File: config.mk
export PLATFORM = sky130hd
export DESIGN_NAME = mod_mul
export DESIGN_NICKNAME = d
export VERILOG_FILES = /design/src/rtl/fp16_pkg.sv /design/src/rtl/fp16_round_pack.sv /design/src/rtl/mod_mul.sv
export SDC_FILE = /design/constraint.sdc
export NUM_CORES = 1
export LEC_CHECK = 0
export CAP_MARGIN = 20
export CORE_MARGIN = 4
export CORE_UTILIZATION = 56
export CTS_CLUSTER_SIZE = 14
export DETAILED_ROUTE_END_ITERATION = 10
export PLACE_DENSITY = 0.78
export SKIP_CTS_REPAIR_TIMING = 1
export SLEW_MARGIN = 40
export SYNTH_ARGS = -nofsm -noshare
export SYNTH_HDL_FRONTEND = slang
export SYNTH_SLANG_ARGS = --single-unit
File: constraint.sdc
create_clock -name clk -period 2.4 [get_ports clk]
set_clock_uncertainty 0.05 [all_clocks]
set_input_delay 0.6 -clock clk [delete_from_list [all_inputs] [get_ports clk]]
set_output_delay 0.6 -clock clk [all_outputs]
set_load 0.03 [all_outputs]
File: src/rtl/fp16_pkg.sv
// Shared fp16 definitions for the multiplier and adder datapath.
// Stage structures carry operands between pipeline registers.
package fp16_pkg;

  localparam int EXP_W     = 5;
  localparam int MAN_W     = 10;
  localparam int BIAS      = 15;
  localparam int EXP_MAX   = 31;
  localparam int EXP_SUM_W = 7;
  localparam int PROD_W    = 2 * (MAN_W + 1);

  localparam logic [15:0] FP16_QNAN = 16'h7E00;
  localparam logic [15:0] FP16_INF  = 16'h7C00;

  typedef struct packed {
    logic             sign;
    logic [EXP_W-1:0] exp;
    logic [MAN_W-1:0] man;
    logic             is_zero;
    logic             is_inf;
    logic             is_nan;
  } fp16_unpacked_t;

  // Special-result class decided in the first stage and carried to packing.
  typedef enum logic [1:0] {
    SPC_NONE = 2'd0,
    SPC_QNAN = 2'd1,
    SPC_INF  = 2'd2,
    SPC_ZERO = 2'd3
  } fp16_special_e;

  typedef struct packed {
    logic                 sign;
    fp16_special_e        special;
    logic [EXP_SUM_W-1:0] exp;
    logic [PROD_W-1:0]    prod;
  } mul_s1_t;

  typedef struct packed {
    logic                 sign;
    fp16_special_e        special;
    logic [EXP_SUM_W-1:0] exp;
    logic [MAN_W-1:0]     man;
    logic                 guard;
    logic                 sticky;
  } mul_s2_t;

  // Subnormal encodings (exp == 0) are treated as zero.
  function automatic fp16_unpacked_t fp16_unpack(input logic [15:0] v);
    fp16_unpacked_t u;
    u.sign    = v[15];
    u.exp     = v[14:10];
    u.man     = v[9:0];
    u.is_zero = (v[14:10] == '0);
    u.is_inf  = (v[14:10] == '1) && (v[9:0] == '0);
    u.is_nan  = (v[14:10] == '1) && (v[9:0] != '0);
    return u;
  endfunction

endpackage

File: src/rtl/fp16_round_pack.sv
// Final multiplier stage logic: rounding, range limiting, special select, packing.
// Build option MUL_ROUND_EN selects round-to-nearest-even; otherwise truncation.
import fp16_pkg::*;

module fp16_round_pack (
  input  logic                 i_sign,
  input  fp16_special_e        i_special,
  input  logic [EXP_SUM_W-1:0] i_exp,
  input  logic [MAN_W-1:0]     i_man,
  input  logic                 i_guard,
  input  logic                 i_sticky,
  output logic [15:0]          o_result
);

  localparam logic signed [EXP_SUM_W-1:0] EXP_MAX_S = EXP_SUM_W'(EXP_MAX);

  logic                        w_inc;
  logic [MAN_W:0]              w_man_sum;
  logic                        w_carry;
  logic signed [EXP_SUM_W-1:0] w_exp_fin;
  logic [MAN_W-1:0]            w_man_fin;

`ifdef MUL_ROUND_EN
  assign w_inc = i_guard & (i_sticky | i_man[0]);
`else
  logic w_unused_rnd;
  assign w_unused_rnd = i_guard ^ i_sticky;
  assign w_inc        = 1'b0;
`endif

  // A rounding carry out of the mantissa renormalises to 1.0 x 2^(exp+1).
  assign w_man_sum = {1'b0, i_man} + {{MAN_W{1'b0}}, w_inc};
  assign w_carry   = w_man_sum[MAN_W];
  assign w_exp_fin = $signed(i_exp) + $signed({{(EXP_SUM_W-1){1'b0}}, w_carry});
  assign w_man_fin = w_carry ? '0 : w_man_sum[MAN_W-1:0];

  always_comb begin
    o_result = '0;
    case (i_special)
      SPC_QNAN: o_result = FP16_QNAN;
      SPC_INF:  o_result = {i_sign, FP16_INF[14:0]};
      SPC_ZERO: o_result = {i_sign, 15'h0000};
      default: begin
        if (w_exp_fin >= EXP_MAX_S) begin
          o_result = {i_sign, FP16_INF[14:0]};
        end else if (w_exp_fin <= $signed(EXP_SUM_W'(0))) begin
          o_result = {i_sign, 15'h0000};
        end else begin
          o_result = {i_sign, w_exp_fin[EXP_W-1:0], w_man_fin};
        end
      end
    endcase
  end

endmodule

File: src/rtl/mod_mul.sv
// Three-stage pipelined fp16 multiplier: unpack/multiply, normalise, round/pack.
// Rounding mode selected by the MUL_ROUND_EN macro (see fp16_round_pack).
import fp16_pkg::*;

module mod_mul (
  input  logic        clk,
  input  logic        rst,
  input  logic [15:0] in_A,
  input  logic [15:0] in_B,
  input  logic        in_En,
  output logic [15:0] out_Out,
  output logic        out_Ready
);

  // Handshake: in_En qualifies in_A/in_B on every rising edge (no backpressure);
  // out_Ready is high for exactly one cycle per accepted pair, 3 edges later, in order.

  fp16_unpacked_t              w_a;
  fp16_unpacked_t              w_b;
  mul_s1_t                     w_s1_next;
  mul_s2_t                     w_s2_next;
  logic [15:0]                 w_result;
  logic signed [EXP_SUM_W-1:0] w_exp_sum;

  mul_s1_t     r_s1;
  logic        r_s1_valid;
  mul_s2_t     r_s2;
  logic        r_s2_valid;
  logic [15:0] r_out;
  logic        r_ready;

  assign w_a = fp16_unpack(in_A);
  assign w_b = fp16_unpack(in_B);

  assign w_exp_sum = $signed({2'b00, w_a.exp}) + $signed({2'b00, w_b.exp})
                   - $signed(EXP_SUM_W'(BIAS));

  // Stage 1: sign, biased exponent sum, 11x11 significand product, class.
  always_comb begin
    w_s1_next.sign    = w_a.sign ^ w_b.sign;
    w_s1_next.exp     = w_exp_sum;
    w_s1_next.prod    = PROD_W'({1'b1, w_a.man}) * PROD_W'({1'b1, w_b.man});
    w_s1_next.special = SPC_NONE;
    if (w_a.is_nan || w_b.is_nan ||
        (w_a.is_inf && w_b.is_zero) || (w_a.is_zero && w_b.is_inf)) begin
      w_s1_next.special = SPC_QNAN;
    end else if (w_a.is_inf || w_b.is_inf) begin
      w_s1_next.special = SPC_INF;
    end else if (w_a.is_zero || w_b.is_zero) begin
      w_s1_next.special = SPC_ZERO;
    end
  end

  // Stage 2: product lies in [1,4); shift by one when it reached [2,4).
  always_comb begin
    w_s2_next.sign    = r_s1.sign;
    w_s2_next.special = r_s1.special;
    if (r_s1.prod[PROD_W-1]) begin
      w_s2_next.exp    = r_s1.exp + EXP_SUM_W'(1);
      w_s2_next.man    = r_s1.prod[PROD_W-2 -: MAN_W];
      w_s2_next.guard  = r_s1.prod[PROD_W-2-MAN_W];
      w_s2_next.sticky = |r_s1.prod[PROD_W-3-MAN_W:0];
    end else begin
      w_s2_next.exp    = r_s1.exp;
      w_s2_next.man    = r_s1.prod[PROD_W-3 -: MAN_W];
      w_s2_next.guard  = r_s1.prod[MAN_W-1];
      w_s2_next.sticky = |r_s1.prod[MAN_W-2:0];
    end
  end

  fp16_round_pack u_round_pack (
    .i_sign    (r_s2.sign),
    .i_special (r_s2.special),
    .i_exp     (r_s2.exp),
    .i_man     (r_s2.man),
    .i_guard   (r_s2.guard),
    .i_sticky  (r_s2.sticky),
    .o_result  (w_result)
  );

  always_ff @(posedge clk or posedge rst) begin
    if (rst) begin
      r_s1       <= '0;
      r_s1_valid <= 1'b0;
      r_s2       <= '0;
      r_s2_valid <= 1'b0;
      r_out      <= '0;
      r_ready    <= 1'b0;
    end else begin
      r_s1_valid <= in_En;
      r_s2_valid <= r_s1_valid;
      r_ready    <= r_s2_valid;
      if (in_En) begin
        r_s1 <= w_s1_next;
      end
      if (r_s1_valid) begin
        r_s2 <= w_s2_next;
      end
      // out_Out only changes when a new product is presented.
      if (r_s2_valid) begin
        r_out <= w_result;
      end
    end
  end

  assign out_Out   = r_out;
  assign out_Ready = r_ready;

endmodule

==> flow_summary.toml, run 1 <==
[route]
drc = 0
routed_wl_um = 17500
first_pass_iters = 4
wl_per_cell_um = 16.5
viasPerCell = 5.52
via_count = 5843
ant_nets = 0
drtIter0Drc = 343

[yosys]
ys_seq_elements = 61
synth-edff-count = 0
yosys.area_share.xor_xnor_pct = 2.32
synth_compound_area_share_pct = 9.04
yosysUniqueCellTypes = 54
async_flop_share_pct = 100
yosys_warnings = 0
synthAdderAreaFrac_pct = 36.4
yosys.area_share.simple_pct = 16.8
yosys_most_used_dff = "dfrtp_1"
synth_seq_area_share_pct = 22.4
syn_inst = 757
syn-cell-area_um2 = 6810
syn_avg_cell_area_um2 = 8.99
synth_top_family_by_area = "adder cells"
synth_fp_nets = 942
synth_mux_area_share_pct = 3.73

[cts]
cts_made_buffers = 9
cts_buffer_depth = 2
clk_pin_slew_ps = 50
htreeDepth = 3
cts_tree = "done"
clk_latency_ps = 320
cts_root_buf = "clkbuf_16"
clock_sinks = 61

[timing]
rsz0062_at_grt = "yes"
finalSetupViolations = 12
maxSlewViolCount = 0
min_period_ps = 4950
max_freq_mhz = 202
finalCritPeriodShare_pct = 206
hold_viol_final = 0
worstMarginPinSlew_ps = 719
relSlewSlack_pct = 52.1
worst_slack_ps = -2550

[power]
total_power_mw = 12.5
leakagePower_nw = 4.49
irDropWorstVdd_mv = 0.968
power_density_nw_per_um2 = 1370

[worst_setup_path]
slowest_stage = "fa_2"
critPathLaunchType = "input port"
crit_family = "adder cells"
crit_buf_inv = 8
path_common_cell = "buf_6"
cp-end-kind = "register"
crit_type = "input port to register"
max_stage_delay_ps = 590
cp_max_fo = 5
arrival_ps = 5100
worstPathCellList = "buf_6 -> buf_6 -> buf_6 -> buf_6 -> nand2_4 -> fa_1 -> fa_2 -> inv_2 -> ha_4 -> fa_1 -> fa_1 -> ha_4 -> buf_6 -> o211ai_1 -> nor2_1 -> buf_4 -> o211ai_1 -> buf_4 -> a31oi_4 -> or3_1 -> a31o_2"
worstPathRequired_ps = 2560

[global_route]
grt_pass1_wl_um = 27600
grt_max_degree = 62
overflow = 0
grt.total_usage_pct = 23.7
antenna_found_initial = 0
grt_pass1_vias = 6171

[status]
status = "finished, violations left"
violations = "negative setup slack"

[finish]
postLayoutCoreUtil_pct = 76.1
area_growth_pct = 33.8
antenna_cells = 0
fillers = 776
final_cell_mix = "inv_1 (114), buf_4 (107), fa_1 (76)"
layout_commonest_cell = "inv_1"
drive_gt1_share_pct = 29.0
nNetsFinal = 1091

[place]
gp_congestion = 0.925
port_buffers = 51
dpl.hpwl_um = 13300

[floorplanning]
initial_core_util_pct = 56.9
die_x_um = 118
die_area_um2 = 14000
core.rowCount = 40
dieHeight_um = 118
core_area_um2 = 12000
pin_count = 52

[min_path]
hold_path.class = "register to register"

[job]
cap_viol_max_count = 0
layout make-up:
| cell class | instances | area (um2) | area share, % |
|---|---|---|---|
| Multi-Input combinational cell | 530 | 5110 | 56.1 |
| Clock inverter | 7 | 98.8 | 1.09 |
| Inverter | 131 | 494 | 5.43 |
| Timing Repair Buffer | 173 | 1470 | 16.1 |
| Clock buffer | 9 | 225 | 2.47 |
| Sequential cell | 61 | 1530 | 16.8 |
| Tap cell | 147 | 184 | 2.02 |
cell usage after synthesis (2+ instances only):
cell	number	area, um2
a211o_1	2	17.5
a211oi_1	2	15.0
a21o_1	2	15.0
a21oi_1	44	220
a31o_2	2	17.5
a31oi_1	3	18.8
and2_1	30	188
and2_2	6	45.0
and3_1	4	25.0
buf_2	2	10.0
clkbuf_1	31	116
dfrtp_1	61	1530
fa_1	80	1600
ha_1	70	876
inv_1	130	488
mux2_2	11	124
mux2i_1	13	130
nand2_1	88	330
nand2b_1	2	12.5
nand3_1	19	95.1
nand4_1	7	43.8
nor2_1	49	184
nor2b_1	6	37.5
nor3_1	4	20.0
nor4_1	5	31.3
o211ai_1	4	30.0
o21ai_0	25	125
o21ai_1	4	20.0
o21bai_1	2	15.0
o22ai_1	3	18.8
or3_1	5	31.3
or4_1	3	22.5
xnor2_1	12	105
xor2_1	6	52.6
stage by stage:
stage               area [um2]  hold WS [ps]  setup WS, ps  TNS, ps  instances
detailed placement        8330           425         -3400   -40320       1028
global placement          8330           428         -3270   -38520       1028
floorplan                 7160           320         -2490   -27770        757
global route              9110           488         -2660   -30100       1058
CTS                       8650           452         -3050   -35030       1044
finish                    9110           449         -2550   -28570       1058
report_power, final:
group          leakage (nW)  total, mW  switching [mW]  internal [mW]
Sequential            0.731       1.64           0.266           1.38
Combinational          3.60       9.45            4.77           4.67
Clock                 0.156       1.37           0.458          0.912
Total                  4.49       12.5            5.49           6.96
logic make-up after synthesis:
group / count (synthesis)
AOI/OAI and AO/OA: 104
DFF: 61
xor gates and xnor gates: 18
muxes: 24
and+or+nand+nor: 234
buffers and inverters: 166
adders and majority gates: 150
metal layers:
layer  global-route usage [%]  vias to the layer above  wire length (um)
met5                        0                        -                 0
met4                     8.35                        0               776
met3                     2.30                       77               685
met2                     45.3                      180              9270
met1                     27.5                     2861              6760
li1                         -                     2725                 -
sequential cells by signal (all words and copies together), names as in the netlist:
| name | flops |
|---|---|
| out_Out | 16 |
| out_Ready | 1 |
| r_s1 | 22 |
| r_s1_valid | 1 |
| r_s2 | 20 |
| r_s2_valid | 1 |
worst reg2reg max path: stages, from the launching register on:
cell and delay (ps):
dfrtp_1 400, or4_1 520, o311ai_1 290, inv_2 150
nand3_1 110, o21ai_0 130
final timing paths:
check,cells past startpoint,endpoint,slack [ps],from
worst max-delay path,21,r_s1[18],-2550,in_A[5]
worst min-delay path,2,r_s2[20],450,r_s1[30]
worst max register to register,5,out_Out[6],590,r_s2[14]
worst min register to register,2,r_s2[20],450,r_s1[30]
max in group asynchronous,3,r_s2[20],1440,rst
min in group asynchronous,3,r_s2[8],610,rst
(Power assumes the default switching activity.)
==> run 2, diff against run 1 <==
--- a/config.mk
+++ b/config.mk
@@ -10,7 +10,7 @@
 export CORE_UTILIZATION = 56
 export CTS_CLUSTER_SIZE = 14
 export DETAILED_ROUTE_END_ITERATION = 10
-export PLACE_DENSITY = 0.78
+export PLACE_DENSITY = 0.89
 export SKIP_CTS_REPAIR_TIMING = 1
 export SLEW_MARGIN = 40
 export SYNTH_ARGS = -nofsm -noshare
==> flow_summary.toml, run 2 (synthesis results as in run 1) <==
[timing]
finalSetupViolations = 12
finalSetupTns_ps = -29130
hold_viol_final = 0
maxSlewViolCount = 0
worst_slack_ps = -2580
fin_hold_ws_ps = 453
rsz0062_at_grt = "yes"
finalCritPeriodShare_pct = 207
worstMarginPinSlew_ps = 747
relSlewSlack_pct = 50.2
max_freq_mhz = 201
min_period_ps = 4980

[route]
first_pass_iters = 5
drc = 0
wl_per_cell_um = 18.1
ant_nets = 0
routed_wl_um = 19100
drtIter0Drc = 402
via_count = 6041
viasPerCell = 5.70

[power]
power_density_nw_per_um2 = 1360
irDropWorstVdd_mv = 1.00
leakagePower_nw = 4.47
total_power_mw = 12.4

[min_path]
hold_path.class = "register to register"
hold_path_depth = 2

[floorplanning]
core_area_um2 = 12000
pin_count = 52
die_x_um = 118
die_area_um2 = 14000
initial_core_util_pct = 56.9
core.rowCount = 40
dieHeight_um = 118

[cts]
clk_latency_ps = 330
cts_tree = "done"
clk_pin_slew_ps = 50
cts_buffer_depth = 2
cts_made_buffers = 9
cts_root_buf = "clkbuf_16"
clock_sinks = 61
htreeDepth = 3

[status]
violations = "negative setup slack"
status = "finished, violations left"

[job]
cap_viol_max_count = 0

[worst_setup_path]
worstPathRequired_ps = 2570
ff2ff_path_depth = 5
cp-end-kind = "register"
rrSetupSlack_ps = 530
crit_type = "input port to register"
critPathLaunchType = "input port"
arrival_ps = 5150
cp_max_fo = 8

[global_route]
grt_pass1_vias = 6212
grt_max_degree = 62
grt.total_usage_pct = 24.6
grt_pass1_wl_um = 28200
overflow = 0
antenna_found_initial = 0

[finish]
top_register = "r_s1"
largest_register_ffs = 22
postLayoutCoreUtil_pct = 75.8
final_cell_mix = "inv_1 (115), buf_4 (112), nand2_1 (76)"
layout_commonest_cell = "inv_1"
antenna_cells = 0
area_growth_pct = 33.1
nNetsFinal = 1092
drive_gt1_share_pct = 28.7

[place]
post-place-ws_ps = -3320
dpl.hpwl_um = 13300
gp_congestion = 0.910
port_buffers = 51
-- run 2: layer usage --
metal  share of wire, %  vias to the layer above  global-route usage [%]
met4                5.7                        0                    12.4
met1                 36                     2912                    27.6
met5                  0                        -                       0
li1                   -                     2727                       -
met2                 52                      304                    45.2
met3                6.5                       98                    3.64
-- run 2: path summary, 6_finish.rpt --
path                               to  startpoint
max in group asynchronous    r_s1[27]         rst
setup reg to reg           out_Out[9]    r_s2[14]
hold reg to reg              r_s2[20]    r_s1[30]
hold / removal               r_s2[20]    r_s1[30]
setup / recovery             r_s1[18]     in_A[4]
min in group asynchronous  out_Out[7]         rst
-- run 2: report_power, final --
part / internal [mW] / switching, mW
Sequential: 1.38 / 0.285
Combinational: 4.59 / 4.84
Clock: 0.827 / 0.437
Total: 6.79 / 5.56
-- run 2: metrics by stage --
step	cells	cell area, um2
after floorplan	757	7160
after global placement	1024	8310
after detailed placement	1024	8310
after CTS	1040	8600
after global routing	1059	9060
final	1059	9060
-- run 2: area by class of cell --
type                       count  area (um2)
fill                         698        2900
tap                          147         184
sequential                    61        1530
clock buffer                  12         246
timing repair buffer         174        1510
clock inverter                 4        47.5
multi-input combinational    530        5050
inverter                     131         494
-- run 2: worst max-delay path: stages --
cell and delay, ps:
clkbuf_2 200, nand2_1 120, fa_1 530, inv_1 60, fa_1 580, fa_1 450
fa_1 500, inv_1 70, fa_1 360, inv_1 140, ha_4 230, buf_4 160
nand2_2 90, o21ai_2 80, a21oi_2 250, a31oi_4 140, or3_1 340, a31o_2 230
==> run 3, diff against run 2 <==
--- a/config.mk
+++ b/config.mk
@@ -7,12 +7,11 @@
 export LEC_CHECK = 0
 export CAP_MARGIN = 20
 export CORE_MARGIN = 4
-export CORE_UTILIZATION = 56
+export CORE_UTILIZATION = 55
 export CTS_CLUSTER_SIZE = 14
 export DETAILED_ROUTE_END_ITERATION = 10
-export PLACE_DENSITY = 0.89
+export PLACE_DENSITY = 0.91
 export SKIP_CTS_REPAIR_TIMING = 1
-export SLEW_MARGIN = 40
 export SYNTH_ARGS = -nofsm -noshare
 export SYNTH_HDL_FRONTEND = slang
 export SYNTH_SLANG_ARGS = --single-unit
==> constraint.sdc (replaced) <==
create_clock -name clk -period 4.35 [get_ports clk]
set_clock_uncertainty 0.05 [all_clocks]
set_input_delay 1.0875 -clock clk [delete_from_list [all_inputs] [get_ports clk]]
set_output_delay 1.0875 -clock clk [all_outputs]
set_load 0.02 [all_outputs]
==> flow_summary.toml, run 3 (synthesis results as in run 1) <==
[worst_setup_path]
worstPathRequired_ps = 4520
arrival_ps = 5580
cp-end-kind = "register"
crit_type = "input port to register"
cp_max_fo = 7
critPathLaunchType = "input port"

[finish]
final_area_um2 = 8960
largest_register_ffs = 22
final_cell_mix = "inv_1 (118), buf_4 (94), nand2_1 (77)"
drive_gt1_share_pct = 26.7
top_register = "r_s1"
area_growth_pct = 31.6
postLayoutCoreUtil_pct = 74.3
fillers = 744
finalNonFillerCells = 1066
layout_commonest_cell = "inv_1"
nNetsFinal = 1079
antenna_cells = 0

[timing]
finalCritPeriodShare_pct = 124
relSlewSlack_pct = 49.0
finalSetupViolations = 12
hold_viol_final = 0
worstMarginPinSlew_ps = 765
max_freq_mhz = 185
fin_hold_ws_ps = 441
worst_slack_ps = -1060
maxSlewViolCount = 0
min_period_ps = 5410
rsz0062_at_grt = "yes"

[global_route]
grt_pass1_vias = 6159
overflow = 0
grt.total_usage_pct = 24.5
grt_max_degree = 50
antenna_found_initial = 0
grt_pass1_wl_um = 28300

[cts]
clock_sinks = 61
cts_buffer_depth = 2
clk_latency_ps = 330
cts_tree = "done"
clk_pin_slew_ps = 50
cts_made_buffers = 9
htreeDepth = 3
cts_root_buf = "clkbuf_16"

[route]
viasPerCell = 5.62
via_count = 5988
first_pass_iters = 5
ant_nets = 0
wl_per_cell_um = 17.4
drtIter0Drc = 429
drc = 0
routed_wl_um = 18600

[floorplanning]
die_area_um2 = 14200
core.rowCount = 40
dieHeight_um = 119
initial_core_util_pct = 56.5
core_area_um2 = 12100
die_x_um = 119
pin_count = 52

[power]
power_density_nw_per_um2 = 735
leakagePower_nw = 4.37
total_power_mw = 6.59
irDropWorstVdd_mv = 0.557

[status]
violations = "negative setup slack"
status = "finished, violations left"

[job]
cap_viol_max_count = 0

[place]
port_buffers = 51
dp.cells = 1035
gp_congestion = 0.927
placedInstanceArea_um2 = 8260
dpl.hpwl_um = 13400

[min_path]
hold_path.class = "register to register"
-- run 3: cell count changes in the layout (fill, tap and decap cells not counted), moves of 3 or more --
cell,delta
inv_1,+3
buf_6,+5
dlymetal6s2s_1,-5
clkbuf_4,-3
clkdlybuf4s50_1,+3
buf_4,-18
inv_2,-3
ha_1,+4
buf_2,+3
-- run 3: area by class of cell --
class | count | area, um2 | area share (%)
Multi-Input combinational cell | 530 | 5010 | 55.9
Clock buffer | 14 | 274 | 3.06
Sequential cell | 61 | 1530 | 17.0
Clock inverter | 1 | 5.00 | 0.0559
Tap cell | 168 | 210 | 2.35
Inverter | 131 | 497 | 5.54
Timing Repair Buffer | 161 | 1440 | 16.1
-- run 3: power by group --
group / internal, mW / switching [mW] / total (mW)
clock: 0.428 / 0.235 / 0.663
sequential: 0.760 / 0.171 / 0.931
combinational: 2.47 / 2.52 / 4.99
total: 3.66 / 2.93 / 6.59
-- run 3: worst max-delay path, cell delays in order --
cell and delay [ps]:
clkbuf_2 150, buf_4 190, and2_1 150, fa_1 500
inv_1 80, fa_1 480, inv_1 60, fa_1 500
fa_1 510, ha_1 360, ha_4 310, buf_4 110
nand4_1 170, or3_4 400, a31oi_2 190, o21ai_1 90
a31o_2 240
-- run 3: metal layers --
layer	vias to the layer above	track usage (%)	wire [um]
li1	2710	-	-
met3	82	3.28	1050
met4	0	10.4	905
met2	297	44.6	9660
met1	2899	28.9	6980
met5	-	0	0
-- run 3: path summary, 6_finish.rpt --
kind	start	endpoint	slack [ps]	cells after the start
max in group asynchronous	rst	r_s2[16]	2610	4
worst max register to register	r_s2[14]	out_Out[9]	2340	5
worst min-delay path	r_s1[30]	r_s2[20]	440	2
worst min register to register	r_s1[30]	r_s2[20]	440	2
min in group asynchronous	rst	r_s1[20]	930	2
worst max-delay path	in_A[9]	r_s1[18]	-1060	17
-- run 3: metrics by stage --
step                      setup WS (ps)  TNS (ps)
after floorplan                   -1030    -10220
after global placement            -1720    -19460
after detailed placement          -1880    -20940
after CTS                         -1560    -17040
after global routing              -1160    -12510
final                             -1060    -11330
